$ cat src/rtl/booth_mul_arbiter.sv
// Round-robin front end that time-shares one sequential Booth multiplier among NREQ clients.
// The winner's operands are latched at grant, then streamed A then B onto the load bus, and the product is returned with a 1-cycle ack.
module booth_mul_arbiter #(
  parameter int NREQ    = 4,
  parameter int IDW     = 2,
  parameter int WIDTH   = 16,
  parameter int TIMEOUT = 64
) (
  input  logic                    clk,
  input  logic                    rst,
  input  logic [NREQ-1:0]         req,
  input  logic [NREQ*WIDTH-1:0]   req_a,
  input  logic [NREQ*WIDTH-1:0]   req_b,
  output logic [NREQ-1:0]         ack,
  output logic                    err,
  output logic [2*WIDTH-1:0]      result,
  output logic                    busy,
  output logic [IDW-1:0]          grant_id,
  output logic                    mul_start,
  output logic [WIDTH-1:0]        mul_data,
  input  logic                    mul_done,
  input  logic [2*WIDTH-1:0]      mul_prod
);

  localparam int CW = $clog2(TIMEOUT);

  typedef enum logic [2:0] {S_IDLE, S_LOAD_A, S_LOAD_B, S_WAIT, S_DONE} state_t;

  state_t                    state, state_nxt;
  logic [IDW-1:0]            ptr;
  logic                      just_done;
  logic [CW-1:0]             cnt;
  logic [WIDTH-1:0]          b_lat;
  logic [NREQ-1:0]           mask, elig;
  logic                      found;
  logic [IDW-1:0]            win, idx;
  logic                      timeout;
  logic [NREQ-1:0][WIDTH-1:0] a_arr, b_arr;

  for (genvar gi = 0; gi < NREQ; gi++) begin : g_unpack
    assign a_arr[gi] = req_a[gi*WIDTH +: WIDTH];
    assign b_arr[gi] = req_b[gi*WIDTH +: WIDTH];
  end

  assign timeout = (cnt == CW'(TIMEOUT-1));

  // Round-robin search starting just after the last owner; the last owner is
  // hidden for one IDLE cycle so a held req does not see its own stale level.
  always_comb begin
    mask = '0;
    if (just_done) mask[ptr] = 1'b1;
    elig  = req & ~mask;
    found = 1'b0;
    win   = '0;
    idx   = ptr;
    for (int k = 0; k < NREQ; k++) begin
      idx = (idx == IDW'(NREQ-1)) ? '0 : idx + IDW'(1);
      if (!found && elig[idx]) begin
        found = 1'b1;
        win   = idx;
      end
    end
  end

  always_ff @(posedge clk or posedge rst) begin
    if (rst) state <= S_IDLE;
    else     state <= state_nxt;
  end

  always_comb begin
    state_nxt = state;
    case (state)
      S_IDLE:   if (found) state_nxt = S_LOAD_A;
      S_LOAD_A: state_nxt = S_LOAD_B;
      S_LOAD_B: state_nxt = S_WAIT;
      S_WAIT:   if (mul_done || timeout) state_nxt = S_DONE;
      S_DONE:   state_nxt = S_IDLE;
      default:  state_nxt = S_IDLE;
    endcase
  end

  // Outputs are registered on the edge that enters the state they describe.
  always_ff @(posedge clk or posedge rst) begin
    if (rst) begin
      ack       <= '0;
      err       <= 1'b0;
      result    <= '0;
      busy      <= 1'b0;
      grant_id  <= '0;
      mul_start <= 1'b0;
      mul_data  <= '0;
      ptr       <= IDW'(NREQ-1);
      just_done <= 1'b0;
      cnt       <= '0;
      b_lat     <= '0;
    end else begin
      ack       <= '0;
      err       <= 1'b0;
      mul_start <= 1'b0;
      just_done <= 1'b0;
      case (state)
        S_IDLE: if (found) begin
          grant_id  <= win;
          b_lat     <= b_arr[win];
          mul_data  <= a_arr[win];
          mul_start <= 1'b1;
          busy      <= 1'b1;
        end
        S_LOAD_A: mul_data <= b_lat;
        S_LOAD_B: cnt <= '0;
        S_WAIT: begin
          if (mul_done) begin
            result        <= mul_prod;
            ack[grant_id] <= 1'b1;
          end else if (timeout) begin
            result        <= '0;
            err           <= 1'b1;
            ack[grant_id] <= 1'b1;
          end else begin
            cnt <= cnt + CW'(1);
          end
        end
        S_DONE: begin
          ptr       <= grant_id;
          busy      <= 1'b0;
          just_done <= 1'b1;
        end
        default: ;
      endcase
    end
  end

endmodule

$ cat config.mk
export PLATFORM = sky130hd
export DESIGN_NAME = booth_mul_arbiter
export DESIGN_NICKNAME = d
export VERILOG_FILES = /design/src/rtl/booth_mul_arbiter.sv
export SDC_FILE = /design/constraint.sdc
export NUM_CORES = 1
export LEC_CHECK = 0
export BUFFER_PORTS_ARGS = -buffer_cell sky130_fd_sc_hd__buf_2
export CAP_MARGIN = 20
export CORE_MARGIN = 2
export CORE_UTILIZATION = 52
export DETAILED_ROUTE_END_ITERATION = 10
export PLACE_DENSITY = 0.95
export SETUP_SLACK_MARGIN = 0.02
export SYNTH_ARGS = -nofsm -noshare
export SYNTH_HDL_FRONTEND = slang
export SYNTH_SLANG_ARGS = --single-unit
$ cat constraint.sdc
create_clock -name clk -period 4.2 [get_ports clk]
set_clock_uncertainty 0.1 [all_clocks]
set_input_delay 0.84 -clock clk [delete_from_list [all_inputs] [get_ports clk]]
set_output_delay 0.84 -clock clk [all_outputs]
set_load 0.005 [all_outputs]
**Yosys cells after proc, flatten, opt, wreduce, memory -nomap -nowiden**

Cells that the tools add are included.

- Output and inout bits: 57
- Register bits: 85
- Word-level logic and storage cells: 111

- Equality and inequality tests: 13
- Add/subtract/negate cells: 5
- Bitwise operators: 2
- Magnitude comparators: 9
- Reductions and logical operators: 20
- Mux-type cells: 50

Operators by type and width:

| operator | number |
|---|---|
| $bmux 16 s2 | 2 |
| $mux 32 | 2 |
| $mux 16 | 3 |
| $pmux 16 s2 | 1 |
| $lt 2x3->1 const B | 7 |
| $mux 1 | 17 |
| $mux 2 | 8 |
| $mux 4 | 4 |
| $mux 6 | 2 |
| $pmux 3 s4 | 1 |
| $pmux 6 s2 | 1 |
| $reduce_and 2->1 | 5 |
| $add 2x1->2 const B | 4 |
| $bmux 1 s2 | 4 |
| $eq 2x2->1 const B | 4 |
| $ne 2x2->1 const B | 4 |
| $reduce_bool 2->1 | 4 |
| $add 6x1->6 const B | 1 |
| $eq 3x2->1 const B | 2 |
| $eq 6x6->1 const B | 1 |
| $mux 3 | 2 |
| $logic_and 1x1->1 | 5 |
| $and 4x4->4 | 1 |
| $demux 1 s2 | 2 |
| 9 further kinds | 12 |

**Longest topological paths before layout**

Gate-level depths: netlist of the first run.

- Depth in word-level cells: 23
- Gate-level depth with buffers: 11
- Gate-level depth less buffers: 9

**Worst setup path before layout of the first run**

No wires, ideal clock.

- Path type: register to register
- From: register ptr[0]
- To: register b_lat[12]
- Period minus slack after synthesis: 2.607 ns
- Data arrival time: 2.371 ns
- Data required time: 3.965 ns
- Setup slack: 1.593 ns
- Stages on the path, launching flop included: 10
- Cell sequence: dfstp_2 > inv_1 > ha_1 > a21boi_2 > o21ai_1 > a21oi_2 > clkbuf_1 > a21boi_0 > o32ai_1 > a211oi_2

- Longest elaborated chain between the ends: 21

RTL lines:

| what | line | text |
|---|---|---|
| from (decl) | 30 | `logic [IDW-1:0] ptr;` |
| from (signal assigned) | 92 | `ptr <= IDW'(NREQ-1);` |
| from (signal assigned) | 124 | `ptr <= grant_id;` |
| parallel branches: the longest is 21 deep, another holds $add 2x1->2 | n/a |  |
| to (signal assigned) | 104 | `b_lat <= b_arr[win];` |
| to (decl) | 33 | `logic [WIDTH-1:0] b_lat;` |

Several ways; the timed one is not identified. The select of a mux whose other input is x is not followed.
A chain may end at the register's enable or synchronous reset.

**Worst setup path in the final report of the first run**

- From: register ptr[0]
- To: register b_lat[13]

Same word-level chain as after synthesis.

==> metrics.csv, run 1 <==
stage,metric,value,unit
pwr,power.density_cell_area,698,nW/um2
synth,postSynthCellCount,534,
route,drt_drc_violations_left,0,
sta,finalSetupViolations,0,
clock_tree,cts_sinks,85,
clock_tree,cts_inserted_buffers,9,
route,avgViaCountPerCell,6.19,
global_route,pin_count_of_the_biggest_net_entering_global_routing,58,
worst_setup_path,worst-path-max-fanout,25,
global_route,global_route_wire_length_before_repair,26.0,mm
clock_tree,cts_resized,0,
place,place_ws,0.769,ns
sta,rsz0062_at_grt,no,
synth,synth.top_cells.by_area,"sky130_fd_sc_hd__dfrtp_1 41%, sky130_fd_sc_hd__mux2i_1 7.9%, sky130_fd_sc_hd__nand2_1 5.6%",
global_route,antenna_found_initial,0,
route,drt_first_pass_iters,5,
sta,min_period,3.47,ns
place,globalplace.congestion,1.03,
floorplan,pin_count,224,
clock_tree,cts.htree.levels,3,
finish,layout.cells.most_common_list,"223 x sky130_fd_sc_hd__buf_2, 83 x sky130_fd_sc_hd__dfrtp_1, 75 x sky130_fd_sc_hd__nand2_1, 40 x sky130_fd_sc_hd__mux2i_1",
sta,final_hold_vios,0,
floorplan,dieWidth,103,um
synth,synth.yosys.seq_area_share,42.2,%
clock_tree,clk_pin_slew_worst_paths,0.10,ns
worst_setup_path,cp_cell_sequence,ha_1 -> or2_0 -> a211oi_4 -> a31o_4 -> inv_2 -> nand3_2 -> o32ai_1 -> a211oi_2,
floorplan,die_h,103,um
min_path,hp-class,in2async,
clock_tree,insertion_delay,0.36,ns
place,placement.cell_area,6260,um2
sta,drv_slew,0,
synth,synth_async_sr_flop_share,100,%
sta,worstMarginPinSlew,0.885,ns
route,detail_route.wirelength,17.1,mm
finish,layout.cells.most_common,sky130_fd_sc_hd__buf_2,
synth,ys_seq_elements,85,
sta,fin_ws,0.727,ns
floorplan,floorplan.rows,35,
sta,post-route-period-util,82.7,%
worst_setup_path,required,4.33,ns
synth,synth_area_per_cell,9.46,um2
synth,synth-edff-count,0,
pwr,power.leakage,3.22,nW
synth,mappedNetlistArea,5050,um2
finish,finish.net_count,917,
synth,netlist.area_leader.share,41.1,%
synth,synth_flop_cell,sky130_fd_sc_hd__dfrtp_1,
clock_tree,clock_tree_from_tritoncts,done,
flow_run,max_cap_viol_count,0,
worst_setup_path,timing.critical_path.slowest_cell_delay,0.62,ns
clock_tree,clock_tree.buffer_depth,2,
pwr,finalPower,0.00453,W
global_route,global_routing_usage_summed_across_all_routing_layers,32.5,%
route,postRouteAntennaNets,0,
worst_setup_path,startpoint_class,register,
clock_tree,cts_hold_repair.buffers,0,
clock_tree,cts-root-buf,sky130_fd_sc_hd__clkbuf_8,
synth,syn-num-nets,706,
place,place.port_buffers,223,
global_route,grt_overflow_total,0,
finish,finalInstanceArea,6490,um2
route,dr_total_vias,5443,
finish,antenna_cells_inserted,0,
synth,synth.distinct_cells,58,
worst_setup_path,timing.setup.critical_path_class,reg2reg,
sta,hold_ws,0.379,ns
global_route,first_global_vias,5157,
route,detailedRoute.firstIterationViolations,493,
worst_setup_path,critPathCaptureType,register,
finish,layout-drive-gt1-share,39.7,%
floorplan,core_area,9330,um2
clock_tree,cts_setup_buffers,0,
sta,fin_setup_tns,0,ns
outcome,run_status,"complete, no violations",
floorplan,floorplan.die_area,10500,um2
pwr,vdd_drop_max,351,uV
route,avgRoutedWirePerCell,19.5,um
place,dp_hpwl,12.9,mm
synth,yosys_warnings,0,
sta,maxClockFrequency,288,MHz
sta,slew_headroom,40.9,%
floorplan,initial_core_util,54.1,%
finish,areaGrowthSynthToFinish,28.6,%
worst_setup_path,timing.critical_path.arrival,3.61,ns
worst_setup_path,worst_path_max_delay_cell,sky130_fd_sc_hd__dfstp_2,
synth,yosysTopAreaCell,sky130_fd_sc_hd__dfrtp_1,
## critical path: cells and delay by family (launching register included)
kind / cells / cell delay [ns]
DFF: 1 / 0.62
AOI/OAI and AO/OA: 4 / 1.09
and+or+nand+nor: 2 / 0.89
adders and majority gates: 1 / 0.36
buffers and inverters: 1 / 0.29
## synth_stat cells (3+ instances only)
| cell type | count |
|---|---|
| sky130_fd_sc_hd__dfrtp_1 | 83 |
| sky130_fd_sc_hd__nand2_1 | 75 |
| sky130_fd_sc_hd__mux2i_1 | 40 |
| sky130_fd_sc_hd__and3_1 | 36 |
| sky130_fd_sc_hd__o21ai_0 | 36 |
| sky130_fd_sc_hd__o211ai_1 | 32 |
| sky130_fd_sc_hd__clkbuf_1 | 27 |
| sky130_fd_sc_hd__nor2_1 | 20 |
| sky130_fd_sc_hd__a21oi_1 | 18 |
| sky130_fd_sc_hd__a31oi_1 | 17 |
| sky130_fd_sc_hd__nand3_1 | 17 |
| sky130_fd_sc_hd__a211oi_1 | 13 |
| sky130_fd_sc_hd__a31o_2 | 12 |
| sky130_fd_sc_hd__a21boi_0 | 9 |
| sky130_fd_sc_hd__a221oi_2 | 9 |
| sky130_fd_sc_hd__o32ai_1 | 9 |
| sky130_fd_sc_hd__inv_1 | 7 |
| sky130_fd_sc_hd__nor3b_1 | 7 |
| sky130_fd_sc_hd__buf_2 | 5 |
| sky130_fd_sc_hd__ha_1 | 5 |
| sky130_fd_sc_hd__a31o_1 | 4 |
| sky130_fd_sc_hd__buf_4 | 4 |
| sky130_fd_sc_hd__xor2_1 | 4 |
| sky130_fd_sc_hd__a211oi_2 | 3 |
| sky130_fd_sc_hd__nand4_1 | 3 |
## final timing paths
path                           start          to  slack [ns]  depth (start not counted)
setup / recovery              ptr[0]   b_lat[13]        0.73                          8
hold / removal                   rst  result[12]        0.38                          2
setup reg to reg              ptr[0]   b_lat[13]        0.73                          8
hold reg to reg            result[3]   result[3]        0.43                          2
max in group asynchronous        rst  result[10]        2.53                          3
min in group clk           result[3]   result[3]        0.43                          2
## area by class of cell
class,count,area (um2)
inverters,8,31.3
clock inverters,7,85.1
well taps,129,161
flip-flops and latches,85,2130
fillers,718,2830
clock buffers,9,124
multi-input cells,401,2700
repair buffers,240,1260
## per-stage QoR
step / std cells / util (%)
2_1_floorplan: 534 / -
3_3_place_gp: 862 / 67.1
3_5_place_dp: 862 / 67.1
4_1_cts: 878 / 69.3
5_1_grt: 879 / 69.6
6_report: 879 / 69.6
## flip-flops by register name, indices dropped and copies added (netlist names)
| register | flops |
|---|---|
| mul_data | 16 |
| mul_start | 1 |
| result | 32 |
| ptr | 2 |
| err | 1 |
| cnt | 6 |
| ack | 4 |
| b_lat | 16 |
| just_done | 1 |
| grant_id | 2 |
| state | 3 |
| busy | 1 |
## where the power goes
group	switching [W]	internal (W)	total (W)
Sequential	0.000259	0.00119	0.00145
Clock	0.000342	0.000290	0.000632
Combinational	0.00144	0.00102	0.00245
## logic make-up (layout without fill, tap and decap cells)
group | count (synthesis) | after routing | share of synthesized area [%]
buffers and inverters | 48 | 264 | 4.36
adders and majority gates | 5 | 5 | 1.24
xor gates and xnor gates | 4 | 4 | 0.694
DFF | 85 | 85 | 42.2
muxes | 41 | 41 | 8.15
AOI/OAI and AO/OA | 178 | 178 | 26.8
and+or+nand+nor | 173 | 173 | 16.6
## per-layer routing
layer	track usage (%)	routed length [um]	vias to the layer above
met4	11.1	434	0
li1	-	-	2414
met2	51.1	8110	420
met5	0	0	-
met1	42.6	6370	2559
met3	10.4	2210	50
Note: power is estimated with default switching activity, not from simulation.
==> run 2: changes to the inputs <==
--- a/config.mk
+++ b/config.mk
@@ -8,9 +8,9 @@
 export BUFFER_PORTS_ARGS = -buffer_cell sky130_fd_sc_hd__buf_2
 export CAP_MARGIN = 20
 export CORE_MARGIN = 2
-export CORE_UTILIZATION = 52
+export CORE_UTILIZATION = 43
 export DETAILED_ROUTE_END_ITERATION = 10
-export PLACE_DENSITY = 0.95
+export PLACE_DENSITY = 0.86
 export SETUP_SLACK_MARGIN = 0.02
 export SYNTH_ARGS = -nofsm -noshare
 export SYNTH_HDL_FRONTEND = slang
==> constraint.sdc (replaced) <==
create_clock -name clk -period 2.91 [get_ports clk]
set_clock_uncertainty 0.1 [all_clocks]
set_input_delay 0.582 -clock clk [delete_from_list [all_inputs] [get_ports clk]]
set_output_delay 0.582 -clock clk [all_outputs]
set_load 0.005 [all_outputs]
==> run 2 against run 1 <==
Compared with the run above: worst setup slack lost 0.58 ns; fmax up 26%; highest routed layer unchanged; die area grew 20%; register-to-register slack lost 0.58 ns; core utilization down 10 points; global-route usage is 6.8 points lower; critical endpoint is now b_lat[12]; cell count up 2.8%; critical path depth shrank 1; wire length down 3.7%; via count down 5.1%; clock power rose by 93%; sequential power is 43% higher.
==> metrics.csv, run 2 (synthesis gave the netlist of run 1 again) <==
stage,metric,value,unit,change
outcome,run_status,"complete, no violations",,unchanged
finish,layout.cells.most_common_list,"223 x sky130_fd_sc_hd__buf_2, 83 x sky130_fd_sc_hd__dfrtp_1, 75 x sky130_fd_sc_hd__nand2_1, 40 x sky130_fd_sc_hd__mux2i_1",,unchanged
sta,fin_ws,0.150,ns,was 0.727 ns
sta,finalSetupViolations,0,,unchanged
route,avgRoutedWirePerCell,18.2,um,was 19.5 um
place,place_ws,0.0561,ns,was 0.769 ns
global_route,global_routing_usage_summed_across_all_routing_layers,25.7,%,was 32.5%
pwr,power.leakage,3.33,nW,was 3.22 nW
global_route,antenna_found_initial,3,,was 0
global_route,global_route_wire_length_before_repair,25.6,mm,was 26.0 mm
min_path,hp-class,in2async,,unchanged
global_route,first_global_vias,5048,,was 5157
floorplan,pin_count,224,,unchanged
route,postRouteAntennaNets,0,,unchanged
worst_setup_path,timing.critical_path.arrival,2.87,ns,was 3.61 ns
clock_tree,cts.htree.levels,3,,unchanged
route,dr_total_vias,5167,,was 5443
route,drt_drc_violations_left,0,,unchanged
route,drt_first_pass_iters,5,,unchanged
floorplan,core_area,11400,um2,was 9330 um2
clock_tree,cts_sinks,85,,unchanged
finish,areaGrowthSynthToFinish,33.8,%,was 28.6%
place,globalplace.congestion,0.874,,was 1.03
clock_tree,clock_tree.buffer_depth,2,,unchanged
floorplan,floorplan.die_area,12600,um2,was 10500 um2
route,detail_route.wirelength,16.5,mm,was 17.1 mm
worst_setup_path,worst-path-max-fanout,18,,was 25
sta,drv_slew,0,,unchanged
finish,largest_reg_flops,32,,unchanged
worst_setup_path,worst_path_max_delay_cell,sky130_fd_sc_hd__dfstp_2,,unchanged
global_route,grt_overflow_total,0,,unchanged
clock_tree,insertion_delay,0.34,ns,was 0.36 ns
finish,fill_cells,970,,was 718
clock_tree,cts_inserted_buffers,9,,unchanged
worst_setup_path,cp_cell_sequence,ha_1 -> and3b_1 -> a221oi_4 -> o31ai_4 -> a21o_2 -> a211oi_1 -> a211oi_2,,was ha_1 -> or2_0 -> a211oi_4 -> a31o_4 -> inv_2 -> nand3_2 -> o32ai_1 -> a211oi_2
finish,largest_register,result,,unchanged
finish,finish.net_count,925,,was 917
place,place.port_buffers,223,,unchanged
finish,layout.cells.most_common,sky130_fd_sc_hd__buf_2,,unchanged
pwr,vdd_drop_max,434,uV,was 351 uV
floorplan,initial_core_util,44.2,%,was 54.1%
worst_setup_path,required,3.02,ns,was 4.33 ns
pwr,power.density_cell_area,1030,nW/um2,was 698 nW/um2
sta,min_period,2.76,ns,was 3.47 ns
place,dp_hpwl,12.4,mm,was 12.9 mm
floorplan,die_h,112,um,was 103 um
sta,final_hold_vios,0,,unchanged
route,avgViaCountPerCell,5.72,,was 6.19
sta,rsz0062_at_grt,no,,unchanged
sta,maxClockFrequency,362,MHz,was 288 MHz
worst_setup_path,reg2reg_slack,0.15,ns,was 0.73 ns
floorplan,floorplan.rows,39,,was 35
clock_tree,clock_tree_from_tritoncts,done,,unchanged
sta,fin_setup_tns,0,ns,unchanged
worst_setup_path,timing.critical_path.slowest_cell_delay,0.61,ns,was 0.62 ns
floorplan,dieWidth,112,um,was 103 um
clock_tree,cts-root-buf,sky130_fd_sc_hd__clkbuf_16,,was sky130_fd_sc_hd__clkbuf_8
route,detailedRoute.firstIterationViolations,432,,was 493
finish,largestRegisters,"result (32), b_lat (16), mul_data (16)",,unchanged
clock_tree,cts_setup_buffers,0,,unchanged
sta,slew_headroom,55.4,%,was 40.9%
flow_run,max_cap_viol_count,0,,unchanged
global_route,pin_count_of_the_biggest_net_entering_global_routing,53,,was 58
worst_setup_path,critPathCaptureType,register,,unchanged
finish,layout-drive-gt1-share,40.6,%,was 39.7%
clock_tree,clk_pin_slew_worst_paths,0.07,ns,was 0.10 ns
sta,worstMarginPinSlew,0.664,ns,was 0.885 ns
worst_setup_path,timing.setup.critical_path_class,reg2reg,,unchanged
worst_setup_path,startpoint_class,register,,unchanged
sta,post-route-period-util,94.9,%,was 82.7%
## run 2: changes by cell type in the layout (fill, tap and decap cells not counted), sizes merged
cell and delta:
buf +8, clkbuf +3, clkinv +2, clkinvlp +1, diode +3, inv -6
## run 2: worst max-delay path, delay by kind of cell (launching register included)
family / cells / cell delay, ns
compound gates: 5 / 1.32
flops: 1 / 0.61
fa+ha+maj: 1 / 0.36
simple gates: 1 / 0.25
## run 2: layout make-up
cell class	count	area [um2]	area share [%]
antenna	3	7.51	0.111
multi-input combinational	401	2740	40.5
sequential	85	2130	31.5
inverter	8	31.3	0.463
timing repair buffer	248	1350	20.0
clock buffer	12	267	3.94
clock inverter	4	55.1	0.815
tap	143	179	2.65
## run 2: final timing paths
| path | start | endpoint | depth (start not counted) |
|---|---|---|---|
| setup / recovery | ptr[0] | b_lat[12] | 7 |
| hold / removal | rst | result[24] | 2 |
| setup reg to reg | ptr[0] | b_lat[12] | 7 |
| hold reg to reg | state[2] | state[0] | 1 |
| max in group asynchronous | rst | ptr[0] | 3 |
| min in group clk | mul_prod[5] | result[5] | 3 |
## run 2: through the flow
stage | instance area (um2) | util, % | power (W) | std cells | hold slack, ns
global placement | 6390 | 56.0 | 0.00558 | 885 | 0.399
detailed placement | 6390 | 56.0 | 0.00566 | 885 | 0.416
global route | 6750 | 59.1 | 0.00740 | 902 | 0.236
finish | 6760 | 59.2 | 0.00696 | 904 | 0.186
floorplan | 5050 | - | 0.00436 | 534 | 0.373
CTS | 6720 | 58.8 | 0.00690 | 901 | 0.209
## run 2: power breakdown
group | switching (W) | total, W | internal, W | leakage (nW)
registers | 0.000353 | 0.00207 | 0.00172 | 1.04
clock network | 0.000481 | 0.00122 | 0.000739 | 0.155
logic | 0.00207 | 0.00366 | 0.00160 | 2.14
## run 2: per-layer routing
layer,track usage (%),routed length [um]
met5,0,0
met4,9.19,280
met3,7.13,1370
met2,41.0,7850
met1,33.6,6990
## run 2: timing repair
action / in CTS / in global routing
setup endpoints to repair: 0 / 23
gates resized for setup: 0 / 6
hold buffers: 0 / 0
==> run 3: changes to the inputs <==
--- a/config.mk
+++ b/config.mk
@@ -8,9 +8,9 @@
 export BUFFER_PORTS_ARGS = -buffer_cell sky130_fd_sc_hd__buf_2
 export CAP_MARGIN = 20
 export CORE_MARGIN = 2
-export CORE_UTILIZATION = 43
+export CORE_UTILIZATION = 35
 export DETAILED_ROUTE_END_ITERATION = 10
-export PLACE_DENSITY = 0.86
+export PLACE_DENSITY = 0.74
 export SETUP_SLACK_MARGIN = 0.02
 export SYNTH_ARGS = -nofsm -noshare
 export SYNTH_HDL_FRONTEND = slang
==> run 3 against run 2 <==
Compared with the run above: clock-buffer cell count fell by 3; fmax rose by 2.0%; worst setup slack improved by 0.054 ns; largest cell class unchanged.
==> metrics.csv, run 3 (synthesis gave the netlist of run 1 again) <==
stage,metric,value,unit,change
route,avgRoutedWirePerCell,17.7,um,was 18.2 um
flow_run,max_cap_viol_count,0,,unchanged
sta,rsz0062_at_grt,no,,unchanged
pwr,netSwitchingPower,0.00288,W,was 0.00290 W
sta,final_hold_vios,0,,unchanged
pwr,p_comb_share,52.2,%,was 52.7%
worst_setup_path,startpoint_class,register,,unchanged
floorplan,core_area,14000,um2,was 11400 um2
pwr,intPower,0.00393,W,was 0.00405 W
finish,largest_reg_flops,32,,unchanged
clock_tree,insertion_delay,0.33,ns,was 0.34 ns
pwr,power.switching_fraction,42.3,%,was 41.7%
finish,layout.cells.most_common,sky130_fd_sc_hd__buf_2,,unchanged
pwr,vdd_drop_max,418,uV,was 434 uV
sta,worstMarginPinSlew,0.701,ns,was 0.664 ns
clock_tree,clk_pin_slew_worst_paths,0.07,ns,about the same
finish,largest_register,result,,unchanged
global_route,grt_overflow_total,0,,unchanged
sta,post-route-period-util,93.0,%,was 94.9%
worst_setup_path,worst-path-max-fanout,22,,was 18
route,drt_first_pass_iters,5,,unchanged
finish,finish.net_count,925,,unchanged
finish,fill_cells,1375,,was 970
worst_setup_path,r2r_start,ptr[0],,unchanged
worst_setup_path,r2r-end,b_lat[6],,was b_lat[12]
clock_tree,cts_sinks,85,,unchanged
clock_tree,cts.htree.levels,3,,unchanged
finish,multiInputGateArea,2710,um2,was 2740 um2
clock_tree,cts_inserted_buffers,9,,unchanged
route,drt_drc_violations_left,0,,unchanged
route,avgViaCountPerCell,5.43,,was 5.72
route,dr_total_vias,5103,,was 5167
clock_tree,cts_hold_repair.buffers,0,,unchanged
pwr,clockPowerShare,17.3,%,was 17.5%
sta,slew_headroom,53.2,%,was 55.4%
worst_setup_path,timing.critical_path.slowest_cell_delay,0.60,ns,was 0.61 ns
clock_tree,clock_tree_from_tritoncts,done,,unchanged
pwr,power.density_cell_area,1010,nW/um2,was 1030 nW/um2
finish,register_area,2130,um2,unchanged
place,globalplace.congestion,0.883,,was 0.874
route,detailedRoute.firstIterationViolations,397,,was 432
floorplan,die_h,124,um,was 112 um
sta,min_period,2.71,ns,was 2.76 ns
worst_setup_path,critPathCaptureType,register,,unchanged
pwr,seq_power_share,30.5,%,was 29.8%
global_route,pin_count_of_the_biggest_net_entering_global_routing,42,,was 53
sta,drv_slew,0,,unchanged
worst_setup_path,cp_cell_sequence,inv_1 -> ha_1 -> a21boi_4 -> a221oi_2 -> a31o_4 -> inv_2 -> nand3_2 -> buf_12 -> o32ai_1 -> a211oi_2,,was ha_1 -> and3b_1 -> a221oi_4 -> o31ai_4 -> a21o_2 -> a211oi_1 -> a211oi_2
route,detail_route.wirelength,16.6,mm,was 16.5 mm
place,placedCellCount,922,,was 885
route,postRouteAntennaNets,0,,unchanged
sta,finalSetupViolations,0,,unchanged
global_route,global_routing_usage_summed_across_all_routing_layers,21.5,%,was 25.7%
min_path,hp-class,in2async,,unchanged
worst_setup_path,timing.setup.critical_path_class,reg2reg,,unchanged
sta,fin_setup_tns,0,ns,unchanged
floorplan,dieWidth,124,um,was 112 um
finish,largestRegisters,"result (32), b_lat (16), mul_data (16)",,unchanged
finish,final-instance-count-excl-fill,939,,was 904
finish,finish.utilization,48.2,%,was 59.2%
worst_setup_path,timing.critical_path.arrival,2.81,ns,was 2.87 ns
floorplan,pin_count,224,,unchanged
global_route,global_route_wire_length_before_repair,25.6,mm,unchanged
clock_tree,clock_tree.buffer_depth,2,,unchanged
outcome,run_status,"complete, no violations",,unchanged
floorplan,floorplan.die_area,15400,um2,was 12600 um2
place,place.port_buffers,223,,unchanged
worst_setup_path,reg2reg_slack,0.20,ns,was 0.15 ns
finish,areaGrowthSynthToFinish,33.4,%,was 33.8%
floorplan,floorplan.rows,43,,was 39
pwr,finalPower,0.00681,W,was 0.00696 W
floorplan,initial_core_util,36.1,%,was 44.2%
sta,maxClockFrequency,369,MHz,was 362 MHz
finish,layout.cells.most_common_list,"223 x sky130_fd_sc_hd__buf_2, 83 x sky130_fd_sc_hd__dfrtp_1, 75 x sky130_fd_sc_hd__nand2_1, 40 x sky130_fd_sc_hd__mux2i_1",,unchanged
finish,layout-drive-gt1-share,40.5,%,was 40.6%
worst_setup_path,required,3.01,ns,was 3.02 ns
pwr,power.leakage,3.32,nW,was 3.33 nW
global_route,first_global_vias,4962,,was 5048
place,dp_hpwl,12.4,mm,about the same
worst_setup_path,worst_path_max_delay_cell,sky130_fd_sc_hd__dfstp_2,,unchanged
worst_setup_path,timing.reg2reg.worst_path_depth,10,,was 7
global_route,antenna_found_initial,0,,was 3
clock_tree,cts-root-buf,sky130_fd_sc_hd__clkbuf_16,,unchanged
## run 3: changes by cell type in the layout (fill, tap and decap cells not counted), sizes merged
cell,change
clkinvlp,-1
inv,+4
diode,-2
clkbuf,-3
## run 3: layout make-up
| class | instances | share of cell area, % |
|---|---|---|
| multi-input combinational | 401 | 40.3 |
| sequential | 85 | 31.6 |
| timing repair buffer | 248 | 19.7 |
| clock buffer | 9 | 3.34 |
| tap | 180 | 3.34 |
| clock inverter | 7 | 1.21 |
| inverter | 8 | 0.464 |
| antenna | 1 | 0.0371 |
## run 3: repair_timing
item / in CTS / in global routing
setup endpoints to repair: 0 / 8
resized for setup: 0 / 2
setup buffers: 0 / 0
hold endpoints to repair: 0 / 0
## run 3: how the worst max path moves through the flow
| stage | from | slack, ns | cells after the start | to |
|---|---|---|---|---|
| after floorplan | rst | 0.04 | 1 | ack[0] |
| after global placement | ptr[0] | 0.24 | 10 | b_lat[6] |
| after detailed placement | ptr[0] | 0.15 | 8 | b_lat[12] |
| after CTS | ptr[0] | 0.13 | 10 | b_lat[6] |
| after global routing | ptr[0] | 0.03 | 10 | b_lat[1] |
| final | ptr[0] | 0.20 | 10 | b_lat[6] |
## run 3: layer usage
layer  vias to the layer above  global-route usage (%)  share of wire (%)
li1                       2428                       -                  -
met1                      2421                    29.8                 43
met2                       230                    33.4                 47
met3                        24                    4.26                8.3
met4                         0                    7.37                1.9
met5                         -                       0                  0
## run 3: power groups by stage
stage	Combinational [W]	Clock (W)	Sequential, W
after floorplan	0.00234	0	0.00202
after global placement	0.00347	0	0.00208
after detailed placement	0.00354	0	0.00207
after CTS	0.00355	0.00120	0.00207
after global routing	0.00392	0.00126	0.00213
final	0.00356	0.00118	0.00207
## run 3: metrics by stage
stage                     instance area [um2]  hold slack (ns)  setup WS, ns
after global placement                   6410            0.411         0.240
after detailed placement                 6410            0.409         0.150
final                                    6740            0.218         0.204
after CTS                                6720            0.240         0.126
after floorplan                          5050            0.373        0.0378
after global routing                     6730            0.268        0.0279
## run 3: critical path: cells and delay by family (launching register included)
family | cells | cell delay [ns]
buf+inv | 3 | 0.43
simple gates | 1 | 0.13
fa+ha+maj | 1 | 0.23
compound gates | 5 | 1.06
flops | 1 | 0.60
